[src/rtl/ant_pkg.sv]
`default_nettype none
// ============================================================================
//  Module   : ant_pkg
//  Purpose  : Shared definitions for the ant step sequencer. Holds the ant
//             navigation FSM state codes, the sequencer state encoding, the
//             bit positions of the move command, and the lost-counter helper.
//  Ports    : (package, none)
//  Revision : 1.0  initial release
// ============================================================================
package ant_pkg;

   // Ant navigation FSM state codes, as reported on antState.
   localparam logic [1:0] c_ANT_A    = 2'b00;
   localparam logic [1:0] c_ANT_B    = 2'b01;
   localparam logic [1:0] c_ANT_E    = 2'b10;
   localparam logic [1:0] c_ANT_LOST = 2'b11;

   // Sequencer state encoding.
   localparam int         c_SEQ_W      = 3;
   localparam logic [2:0] c_SEQ_IDLE   = 3'd0;
   localparam logic [2:0] c_SEQ_WAIT   = 3'd1;
   localparam logic [2:0] c_SEQ_SAMPLE = 3'd2;
   localparam logic [2:0] c_SEQ_STEP   = 3'd3;
   localparam logic [2:0] c_SEQ_CMD    = 3'd4;
   localparam logic [2:0] c_SEQ_HS     = 3'd5;

   // Bit positions inside move_cmd.
   localparam int c_CMD_FW     = 2;
   localparam int c_CMD_TLEFT  = 1;
   localparam int c_CMD_TRIGHT = 0;

   // Width of the consecutive-Lost counter (LOST_LIMIT is at most 255).
   localparam int c_LOST_W = 8;

   // Increment that sticks at all-ones instead of wrapping.
   function automatic logic [c_LOST_W-1:0] satIncLost(input logic [c_LOST_W-1:0] v);
      return (v == {c_LOST_W{1'b1}}) ? v : v + c_LOST_W'(1);
   endfunction

endpackage : ant_pkg
`default_nettype wire

[src/rtl/ant_tick_div.sv]
`default_nettype none
// ============================================================================
//  Module   : ant_tick_div
//  Purpose  : Step-rate prescaler. Counts 0..TICK_DIV-1 while enabled and
//             pulses o_terminal on the last count, wrapping back to 0.
//  Ports    : CLK        in  system clock
//             reset      in  asynchronous reset, active low
//             i_clear    in  synchronous clear of the count (wins over enable)
//             i_enable   in  advance the count this cycle
//             o_terminal out high on the cycle holding the terminal count
//  Revision : 1.0  initial release
// ============================================================================
module ant_tick_div #(
   parameter int TICK_DIV = 25_000_000
) (
   input  logic CLK,
   input  logic reset,
   input  logic i_clear,
   input  logic i_enable,
   output logic o_terminal
);

   localparam int              c_CW   = (TICK_DIV > 1) ? $clog2(TICK_DIV) : 1;
   localparam logic [c_CW-1:0] c_LAST = c_CW'(TICK_DIV - 1);

   logic [c_CW-1:0] r_count;
   logic            w_atLast;

   assign w_atLast = (r_count == c_LAST);

   always_ff @(posedge CLK or negedge reset) begin
      if (!reset) begin
         r_count <= '0;
      end else if (i_clear) begin
         r_count <= '0;
      end else if (i_enable) begin
         r_count <= w_atLast ? '0 : r_count + c_CW'(1);
      end
   end

   // Terminal only counts when the count actually advances this cycle.
   assign o_terminal = i_enable && !i_clear && w_atLast;

endmodule : ant_tick_div
`default_nettype wire

[src/rtl/ant_step_sequencer.sv]
`default_nettype none
// ============================================================================
//  Module   : ant_step_sequencer
//  Purpose  : Paces the ant navigation FSM and runs its move handshake with
//             the maze model. One step = tick -> latch antennas -> one-cycle
//             ant_tick -> capture {FW,TLeft,TRight} -> req/ack with maze.
//             Free-run (run) and single-step (step_btn) operation; flags a
//             stuck ant after LOST_LIMIT consecutive steps in the Lost state.
//  Ports    : CLK          in   system clock
//             reset        in   asynchronous reset, active low
//             run          in   free-run enable (level)
//             step_btn     in   single-step request pulse (honoured in IDLE)
//             clr          in   clear move_count, lost counter and stuck
//             LAntenna_in  in   raw left antenna
//             RAntenna_in  in   raw right antenna
//             FW/TLeft/TRight in command outputs of the ant FSM
//             antState     in   ant FSM state code
//             LAnt_q       out  latched left antenna
//             RAnt_q       out  latched right antenna
//             ant_tick     out  one-cycle step strobe for the ant FSM
//             move_req     out  move request to maze model
//             move_cmd     out  {FW,TLeft,TRight}, stable while move_req
//             move_ack     in   maze model accepted move_cmd
//             move_count   out  completed moves, saturating
//             stuck        out  sticky stuck-ant flag
//  Revision : 1.0  initial release
// ============================================================================
module ant_step_sequencer
   import ant_pkg::*;
#(
   parameter int TICK_DIV   = 25_000_000,
   parameter int LOST_LIMIT = 16,
   parameter int CNT_W      = 16
) (
   input  logic             CLK,
   input  logic             reset,
   input  logic             run,
   input  logic             step_btn,
   input  logic             clr,
   input  logic             LAntenna_in,
   input  logic             RAntenna_in,
   input  logic             FW,
   input  logic             TLeft,
   input  logic             TRight,
   input  logic [1:0]       antState,
   output logic             LAnt_q,
   output logic             RAnt_q,
   output logic             ant_tick,
   output logic             move_req,
   output logic [2:0]       move_cmd,
   input  logic             move_ack,
   output logic [CNT_W-1:0] move_count,
   output logic             stuck
);

   localparam logic [c_LOST_W-1:0] c_LOST_LIMIT = c_LOST_W'(LOST_LIMIT);

   logic [c_SEQ_W-1:0]  r_state;
   logic [c_SEQ_W-1:0]  w_nextState;
   logic                w_tickEnable;
   logic                w_tickClear;
   logic                w_terminal;
   logic                w_ackDone;
   logic [2:0]          w_cmdIn;
   logic [c_LOST_W-1:0] r_lostCnt;
   logic [c_LOST_W-1:0] w_lostNext;

   // ------------------------------------------------------------------------
   // Prescaler: only runs while waiting in free-run; held at 0 otherwise so
   // every WAIT visit starts a full TICK_DIV period.
   // ------------------------------------------------------------------------
   ant_tick_div #(
      .TICK_DIV (TICK_DIV)
   ) u_tickDiv (
      .CLK        (CLK),
      .reset      (reset),
      .i_clear    (w_tickClear),
      .i_enable   (w_tickEnable),
      .o_terminal (w_terminal)
   );

   // ------------------------------------------------------------------------
   // State register. Asynchronous reset returns to IDLE at once, which also
   // drops move_req immediately because move_req is decoded from state.
   // ------------------------------------------------------------------------
   always_ff @(posedge CLK or negedge reset) begin
      if (!reset) begin
         r_state <= c_SEQ_IDLE;
      end else begin
         r_state <= w_nextState;
      end
   end

   // ------------------------------------------------------------------------
   // Next-state logic.
   // ------------------------------------------------------------------------
   always_comb begin
      w_nextState = r_state;
      case (r_state)
         c_SEQ_IDLE: begin
            // A stuck ant parks here until clr; run has priority over step_btn.
            if (!stuck) begin
               if (run) begin
                  w_nextState = c_SEQ_WAIT;
               end else if (step_btn) begin
                  w_nextState = c_SEQ_SAMPLE;
               end
            end
         end
         c_SEQ_WAIT: begin
            if (!run) begin
               w_nextState = c_SEQ_IDLE;
            end else if (w_terminal) begin
               w_nextState = c_SEQ_SAMPLE;
            end
         end
         c_SEQ_SAMPLE: w_nextState = c_SEQ_STEP;
         c_SEQ_STEP:   w_nextState = c_SEQ_CMD;
         c_SEQ_CMD:    w_nextState = c_SEQ_HS;
         c_SEQ_HS: begin
            // stuck was registered on the CMD cycle, so it is already visible
            // here and the ant parks once this handshake finishes.
            if (move_ack) begin
               w_nextState = (run && !stuck) ? c_SEQ_WAIT : c_SEQ_IDLE;
            end
         end
         default: w_nextState = c_SEQ_IDLE;
      endcase
   end

   // ------------------------------------------------------------------------
   // Outputs decoded from state.
   // ------------------------------------------------------------------------
   always_comb begin
      ant_tick     = (r_state == c_SEQ_STEP);
      move_req     = (r_state == c_SEQ_HS);
      w_tickEnable = (r_state == c_SEQ_WAIT) && run;
      w_tickClear  = !w_tickEnable;
      w_ackDone    = (r_state == c_SEQ_HS) && move_ack;
   end

   // ------------------------------------------------------------------------
   // Command assembly and lost-counter next value.
   // ------------------------------------------------------------------------
   always_comb begin
      w_cmdIn               = '0;
      w_cmdIn[c_CMD_FW]     = FW;
      w_cmdIn[c_CMD_TLEFT]  = TLeft;
      w_cmdIn[c_CMD_TRIGHT] = TRight;
      w_lostNext = (antState == c_ANT_LOST) ? satIncLost(r_lostCnt) : '0;
   end

   // ------------------------------------------------------------------------
   // Antenna latch and command capture. move_cmd only changes in CMD, so it
   // is inherently stable for the whole HS wait.
   // ------------------------------------------------------------------------
   always_ff @(posedge CLK or negedge reset) begin
      if (!reset) begin
         LAnt_q   <= 1'b0;
         RAnt_q   <= 1'b0;
         move_cmd <= '0;
      end else begin
         if (r_state == c_SEQ_SAMPLE) begin
            LAnt_q <= LAntenna_in;
            RAnt_q <= RAntenna_in;
         end
         if (r_state == c_SEQ_CMD) begin
            move_cmd <= w_cmdIn;
         end
      end
   end

   // ------------------------------------------------------------------------
   // Move counter, lost counter and stuck flag. clr overrides any update in
   // the same cycle, including the ack increment.
   // ------------------------------------------------------------------------
   always_ff @(posedge CLK or negedge reset) begin
      if (!reset) begin
         move_count <= '0;
         r_lostCnt  <= '0;
         stuck      <= 1'b0;
      end else if (clr) begin
         move_count <= '0;
         r_lostCnt  <= '0;
         stuck      <= 1'b0;
      end else begin
         if (w_ackDone && (move_count != {CNT_W{1'b1}})) begin
            move_count <= move_count + CNT_W'(1);
         end
         if (r_state == c_SEQ_CMD) begin
            r_lostCnt <= w_lostNext;
            if (w_lostNext >= c_LOST_LIMIT) begin
               stuck <= 1'b1;
            end
         end
      end
   end

endmodule : ant_step_sequencer
`default_nettype wire

[config.mk]
export PLATFORM = sky130hd
export DESIGN_NAME = ant_step_sequencer
export DESIGN_NICKNAME = d
export VERILOG_FILES = /design/src/rtl/ant_pkg.sv /design/src/rtl/ant_tick_div.sv /design/src/rtl/ant_step_sequencer.sv
export SDC_FILE = /design/constraint.sdc
export NUM_CORES = 1
export LEC_CHECK = 0
export CORE_ASPECT_RATIO = 0.5
export CORE_MARGIN = 2
export CORE_UTILIZATION = 36
export CTS_CLUSTER_SIZE = 20
export DETAILED_ROUTE_END_ITERATION = 7
export DONT_BUFFER_PORTS = 1
export SYNTH_ARGS = -nofsm -noshare
export SYNTH_HDL_FRONTEND = slang
export SYNTH_SLANG_ARGS = --single-unit
[constraint.sdc]
create_clock -name CLK -period 3.1 [get_ports CLK]
set_clock_uncertainty 0.2 [all_clocks]
set_input_delay 0.93 -clock CLK [delete_from_list [all_inputs] [get_ports CLK]]
set_output_delay 0.93 -clock CLK [all_outputs]
set_load 0.02 [all_outputs]
==> run metrics, run 1 <==
number of endpoints failing setup at the final stage=0; Power Dens Cells=617 nW/um^2; number of filler cells placed in the layout=between 700 and 800; cell at the root of the clock tree=clkbuf_16; source-to-sink clock delay at the later pin of the worst-skew pair=320 ps; Synth warnings=0; launching instance or port of the critical path=r_state[0]$_DFFE_PN0P_; worst hold-check path type=input port to asynchronous set/reset pin; vias in the first global route=2556; Post-CTS Repair Setup Buffers=0; Std-Cell Rows=23; floorplan die width=136 um; CTS sink count=58; Least-Margin Pin Slew=between 600 and 700 ps; antenna-violating nets left=0; drt via density=5.59; vias=2559; most frequent cells in the layout=dfrtp_1, nand2_1, a21oi_1, nor2_1, nand4_1; DRC Markers=0; Pre-antenna DRT Iters=4; Setup Crit Path Kind=flip-flop to output port; I/O pins=37; critical-path maximum fanout=9; final layout net count=357; synthesized netlist cell count=341; area enclosed by the die boundary=approximately 9500 um^2; final setup TNS=0 ps; leading cell types by total area after synthesis=dfrtp_1, nand2_1, a21oi_1; maxcap violations=0; sequential area share after synthesis=0.465; worst r2r src=u_tickDiv.r_count[0]$_DFF_PN0_; post-DP HPWL=4770 um; number of gates resized after cts=0; total core area=8200 um^2; fraction of layout cells with a size suffix above 1=0.0665; sort of element at the start of the critical path=flip-flop; Peak VDD IR=0.257 mV; number of different library cells in the post-synthesis netlist=49; layout overhead on the synthesized area=13.0%; Static Leak=1.41 nW; largest net degree at the start of global routing=59; most frequent standard cell in the layout excluding fill and tap cells=dfrtp_1; final worst path period need=2430 ps; post-synthesis instance area=3120 um^2; Placer Congestion=~0.80; critical path data required time=1970 ps; wire length of the first global-routing pass=roughly 12000 um; hold violation count in the final report=0; number of buffers created by CTS=9; fraction of registers with async set/reset=1.00; Post-synth EDFFs=0; CTS hold repair buffers=0; routed wirelength normalized by instance count=15.3 um; mean cell area of the mapped netlist=roughly 9 um^2; kind of end point of the critical path=output port; worst endpoint data arrival time=1300 ps; total routing resource utilization after global routing=0.159; number of I/O port buffers=0; largest buffer count on any clock path=2; fin. max-slew vios=0; result of the run=completed; Peak Freq=412 MHz; TritonCTS clock tree=built; DRT Wirelength=7000 um; RSZ-0062 raised after global routing=no; post-synth top area share=0.465; cell type with the highest aggregate area in the netlist=dfrtp_1; most frequently used flop master after synthesis=dfrtp_1; cell depth of the worst flop-to-flop path=5; final period utilization=0.782; Cells after DPL=442; H-tree depth=3; count of routing violations after the opening detailed-route iteration=~190; floorplan die height=69.8 um; GR Overflow Total=0; number of antenna violations at the first check in global routing=0; Clk pin slew, worst setup/hold paths=~50 ps; non-filler instance count after layout=approximately 460; synthesized netlist net count=around 360; Antenna Diode Count=0; effective utilization at floorplan=0.380; Max-Slew Margin vs Limit=0.585; number of synthesized register bits=58
-- critical path, cell delays in order (launching register included) --
cell and delay, ps:
dfrtp_1 470, nor2b_1 220, and2_1 280
-- per-stage QoR --
step                power, W  hold WS, ps  setup WS (ps)  cell area, um^2  utilization
floorplan            0.00112          247            697             3120            -
detailed placement   0.00115          280            472             3210        0.391
global placement     0.00114          267            547             3210        0.391
global route         0.00228         84.2            570             3530        0.430
finish               0.00218          103            674             3530        0.430
CTS                  0.00222         80.8            643             3530        0.430
-- cells by family (layout without fill, tap and decap cells) --
kind of cell               Yosys count  after routing  synth area share
AOI/OAI and AO/OA                   72             72             0.145
buffers and inverters               20             25            0.0313
DFF                                 58             58             0.465
muxes                                5              5            0.0176
and+or+nand+nor                    171            171             0.295
adders and majority gates            3              3            0.0120
xor gates and xnor gates            12             12            0.0337
-- synth_stat cells, drive strengths merged (2+ instances only) --
master,instances
a21oi,28
a31oi,2
and2,5
and3,9
and3b,2
and4,5
buf,8
clkbuf,6
dfrtp,58
ha,3
inv,6
mux2,4
nand2,39
nand3,17
nand4,18
nor2,27
nor2b,5
nor3,10
nor3b,2
nor4,3
o21ai,17
o22a,3
o311ai,2
o31ai,8
o41ai,2
or3,15
or4,10
xnor2,5
xor2,7
-- power breakdown --
| group | switching, W | internal (W) |
|---|---|---|
| Clock | 0.000329 | 0.000709 |
| Sequential | 0.000113 | 0.000816 |
| Combinational | 0.000120 | 0.0000892 |
| Total | 0.000562 | 0.00161 |
-- cell type report --
class	instances	area [um^2]	area share
clock buffers	15	288	0.0816
clock inverters	1	30.0	0.00852
inverters	6	22.5	0.00639
multi-input cells	263	1570	0.446
flip-flops and latches	58	1450	0.412
well taps	112	140	0.0397
repair buffers	3	22.5	0.00639
-- sequential cells by signal, summed over array words and instances (netlist names) --
signal and cells:
LAnt_q 1, stuck 1, u_tickDiv.r_count 25, r_state 3
RAnt_q 1, move_count 16, move_cmd 3, r_lostCnt 8
-- routing by layer --
| metal | vias up | track usage | routed length, um |
|---|---|---|---|
| met5 | - | 0 | 0 |
| li1 | 1272 | - | - |
| met3 | 10 | 0.0556 | 307 |
| met1 | 1235 | 0.187 | 3230 |
| met4 | 0 | 0.0706 | 103 |
| met2 | 42 | 0.263 | 3360 |
-- worst paths after layout --
| kind | to | slack (ps) |
|---|---|---|
| setup / recovery | move_req | 670 |
| hold / removal | u_tickDiv.r_count[4]$_DFF_PN0_ | 100 |
| setup reg to reg | u_tickDiv.r_count[24]$_DFF_PN0_ | 760 |
| hold reg to reg | u_tickDiv.r_count[0]$_DFF_PN0_ | 290 |
| max in group asynchronous | u_tickDiv.r_count[17]$_DFF_PN0_ | 2490 |
| min in group CLK | u_tickDiv.r_count[0]$_DFF_PN0_ | 290 |
Power figures use the tool's default switching activity.
==> run 2: changes to the inputs <==
- clock period: 3.1 -> 2.17 ns (I/O delays scaled with it)
==> run metrics, run 2 (synthesis gave the netlist of run 1 again) <==
flip-flop count of the largest register, all copies and words added=25 (unchanged); Antenna Diode Count=0 (unchanged); I/O pins=37 (unchanged); TritonCTS clock tree=built; antenna-violating nets left=0 (unchanged); hold violation count in the final report=58 (+58); floorplan die height=69.8 um (unchanged); setup slack, reg-to-reg=90 ps (-670 ps); final period utilization=0.971; final layout net count=393 (+10%); fin. max-slew vios=0 (unchanged); number of antenna violations at the first check in global routing=0 (unchanged); routed wirelength normalized by instance count=15.4 um (+0.94%); final worst path period need=approximately 2100 ps; DRT Wirelength=7570 um (+8.2%); violated checks=negative hold slack; kind of end point of the critical path=output port; number of endpoints failing setup at the final stage=0 (unchanged); RSZ-0062 raised after global routing=no; cell at the root of the clock tree=clkbuf_16; Least-Margin Pin Slew=444 ps (-178 ps); Peak Freq=474 MHz; Max-Slew Margin vs Limit=0.701 (+0.117); final design utilization=0.458 (+0.0281); result of the run=complete, but fails checks; Peak VDD IR=0.417 mV (+62%); largest buffer count on any clock path=2 (unchanged); area enclosed by the die boundary=9470 um^2 (unchanged); worst hold-check path type=input port to asynchronous set/reset pin; CTS sink count=58 (unchanged); Static Leak=1.57 nW (+11%); source-to-sink clock delay at the later pin of the worst-skew pair=330 ps (about the same); cell depth of the worst flop-to-flop path=4 (-1); Setup Crit Path Kind=flip-flop to output port; overall power of the completed layout=0.00296 W (+36%); most frequent cells in the layout=dfrtp_1, nand2_1, buf_4, a21oi_1, nor2_1; most frequent standard cell in the layout excluding fill and tap cells=dfrtp_1; Placer Congestion=0.858 (+7.5%); Pre-antenna DRT Iters=4 (unchanged); Reg2Reg Capture Point=stuck$_DFFE_PN0P_; total core area=8200 um^2 (unchanged); wire length of the first global-routing pass=13100 um (+9.9%); drt via density=5.65 (+1.2%); Power Dens Cells=788 nW/um^2 (+28%); sort of element at the start of the critical path=flip-flop; floorplan die width=136 um (unchanged); post-DP HPWL=5310 um (+11%); worst r2r src=r_state[0]$_DFFE_PN0P_; number of buffers created by CTS=9 (unchanged); H-tree depth=3 (unchanged); vias in the first global route=2823 (+10%); largest net degree at the start of global routing=59 (unchanged); Std-Cell Rows=23 (unchanged); cell area reported after detailed placement=3480 um^2 (+8.4%); fraction of layout cells with a size suffix above 1=0.158 (+0.0918); DRC Markers=0 (unchanged); Clk pin slew, worst setup/hold paths=50 ps (about the same); worst endpoint data arrival time=1260 ps (-40 ps); most flop-heavy register=u_tickDiv.r_count; total routing resource utilization after global routing=0.175 (+0.0165); count of routing violations after the opening detailed-route iteration=187 (+0.54%); GR Overflow Total=0 (unchanged); maxcap violations=0 (unchanged); final setup TNS=0 ps (unchanged); critical-path maximum fanout=8 (-1); layout overhead on the synthesized area=20.4%; largest registers=u_tickDiv.r_count x25, move_count x16, r_lostCnt x8; number of I/O port buffers=0 (unchanged); number of filler cells placed in the layout=786 (-0.38%); critical path data required time=1320 ps (-650 ps); vias=2776 (+8.5%); Post-CTS Repair Setup Buffers=0 (unchanged); worst slack on hold paths=-179 ps (-282 ps); post-layout instance area=3760 um^2 (+6.5%); effective utilization at floorplan=0.380 (unchanged)
-- run 2: cell types whose count changed in the layout (fill, tap and decap cells not counted), sizes merged --
cell | before | now
clkbuf | 15 | 13
bufinv | 1 | 0
buf | 3 | 39
-- run 2: worst max path at each step --
stage / startpoint / endpoint / slack [ps] / depth (start not counted)
after global routing: r_state[0]$_DFFE_PN0P_ / move_req / 20 / 3
after global placement: move_ack / move_count[14]$_DFFE_PN0P_ / 90 / 4
after CTS: r_state[1]$_DFFE_PN0P_ / move_req / 20 / 3
after floorplan: r_state[0]$_DFFE_PN0P_ / stuck$_DFFE_PN0P_ / -30 / 7
after detailed placement: move_ack / move_count[15]$_DFFE_PN0P_ / 20 / 4
final: r_state[0]$_DFFE_PN0P_ / move_req / 60 / 3
-- run 2: what timing repair did --
action,CTS,global route
endpoints found under the setup margin,1,3
endpoints found under the hold margin,58,58
resized for setup,1,4
-- run 2: worst max-delay path: stages, from the launching register on --
cell	delay, ps
dfrtp_1	380
buf_4	160
nor2b_2	160
and2_2	230
-- run 2: metal layers --
layer / routed length (um) / GRT usage
met3: 305 / 0.0577
met1: 3310 / 0.205
met4: 133 / 0.0718
met5: 0 / 0
met2: 3820 / 0.297
-- run 2: report_power, final --
part	internal [W]	total (W)	switching, W
combinational	0.000180	0.000413	0.000232
clock	0.000813	0.00127	0.000453
sequential	0.00117	0.00128	0.000115
total	0.00216	0.00296	0.000801
-- run 2: metrics by stage --
| stage | std cells | setup WS [ps] |
|---|---|---|
| 3_5_place_dp | 478 | 16.0 |
| 2_1_floorplan | 341 | -31.2 |
| 4_1_cts | 491 | 16.8 |
| 5_1_grt | 491 | 19.0 |
| 3_3_place_gp | 478 | 86.2 |
| 6_report | 491 | 62.5 |
-- run 2: final cells by class --
cell class	count	area [um^2]	area share
multi-input combinational	263	1590	0.423
sequential	58	1450	0.387
timing repair buffer	39	293	0.0779
clock buffer	13	260	0.0693
tap	112	140	0.0373
inverter	6	22.5	0.00600
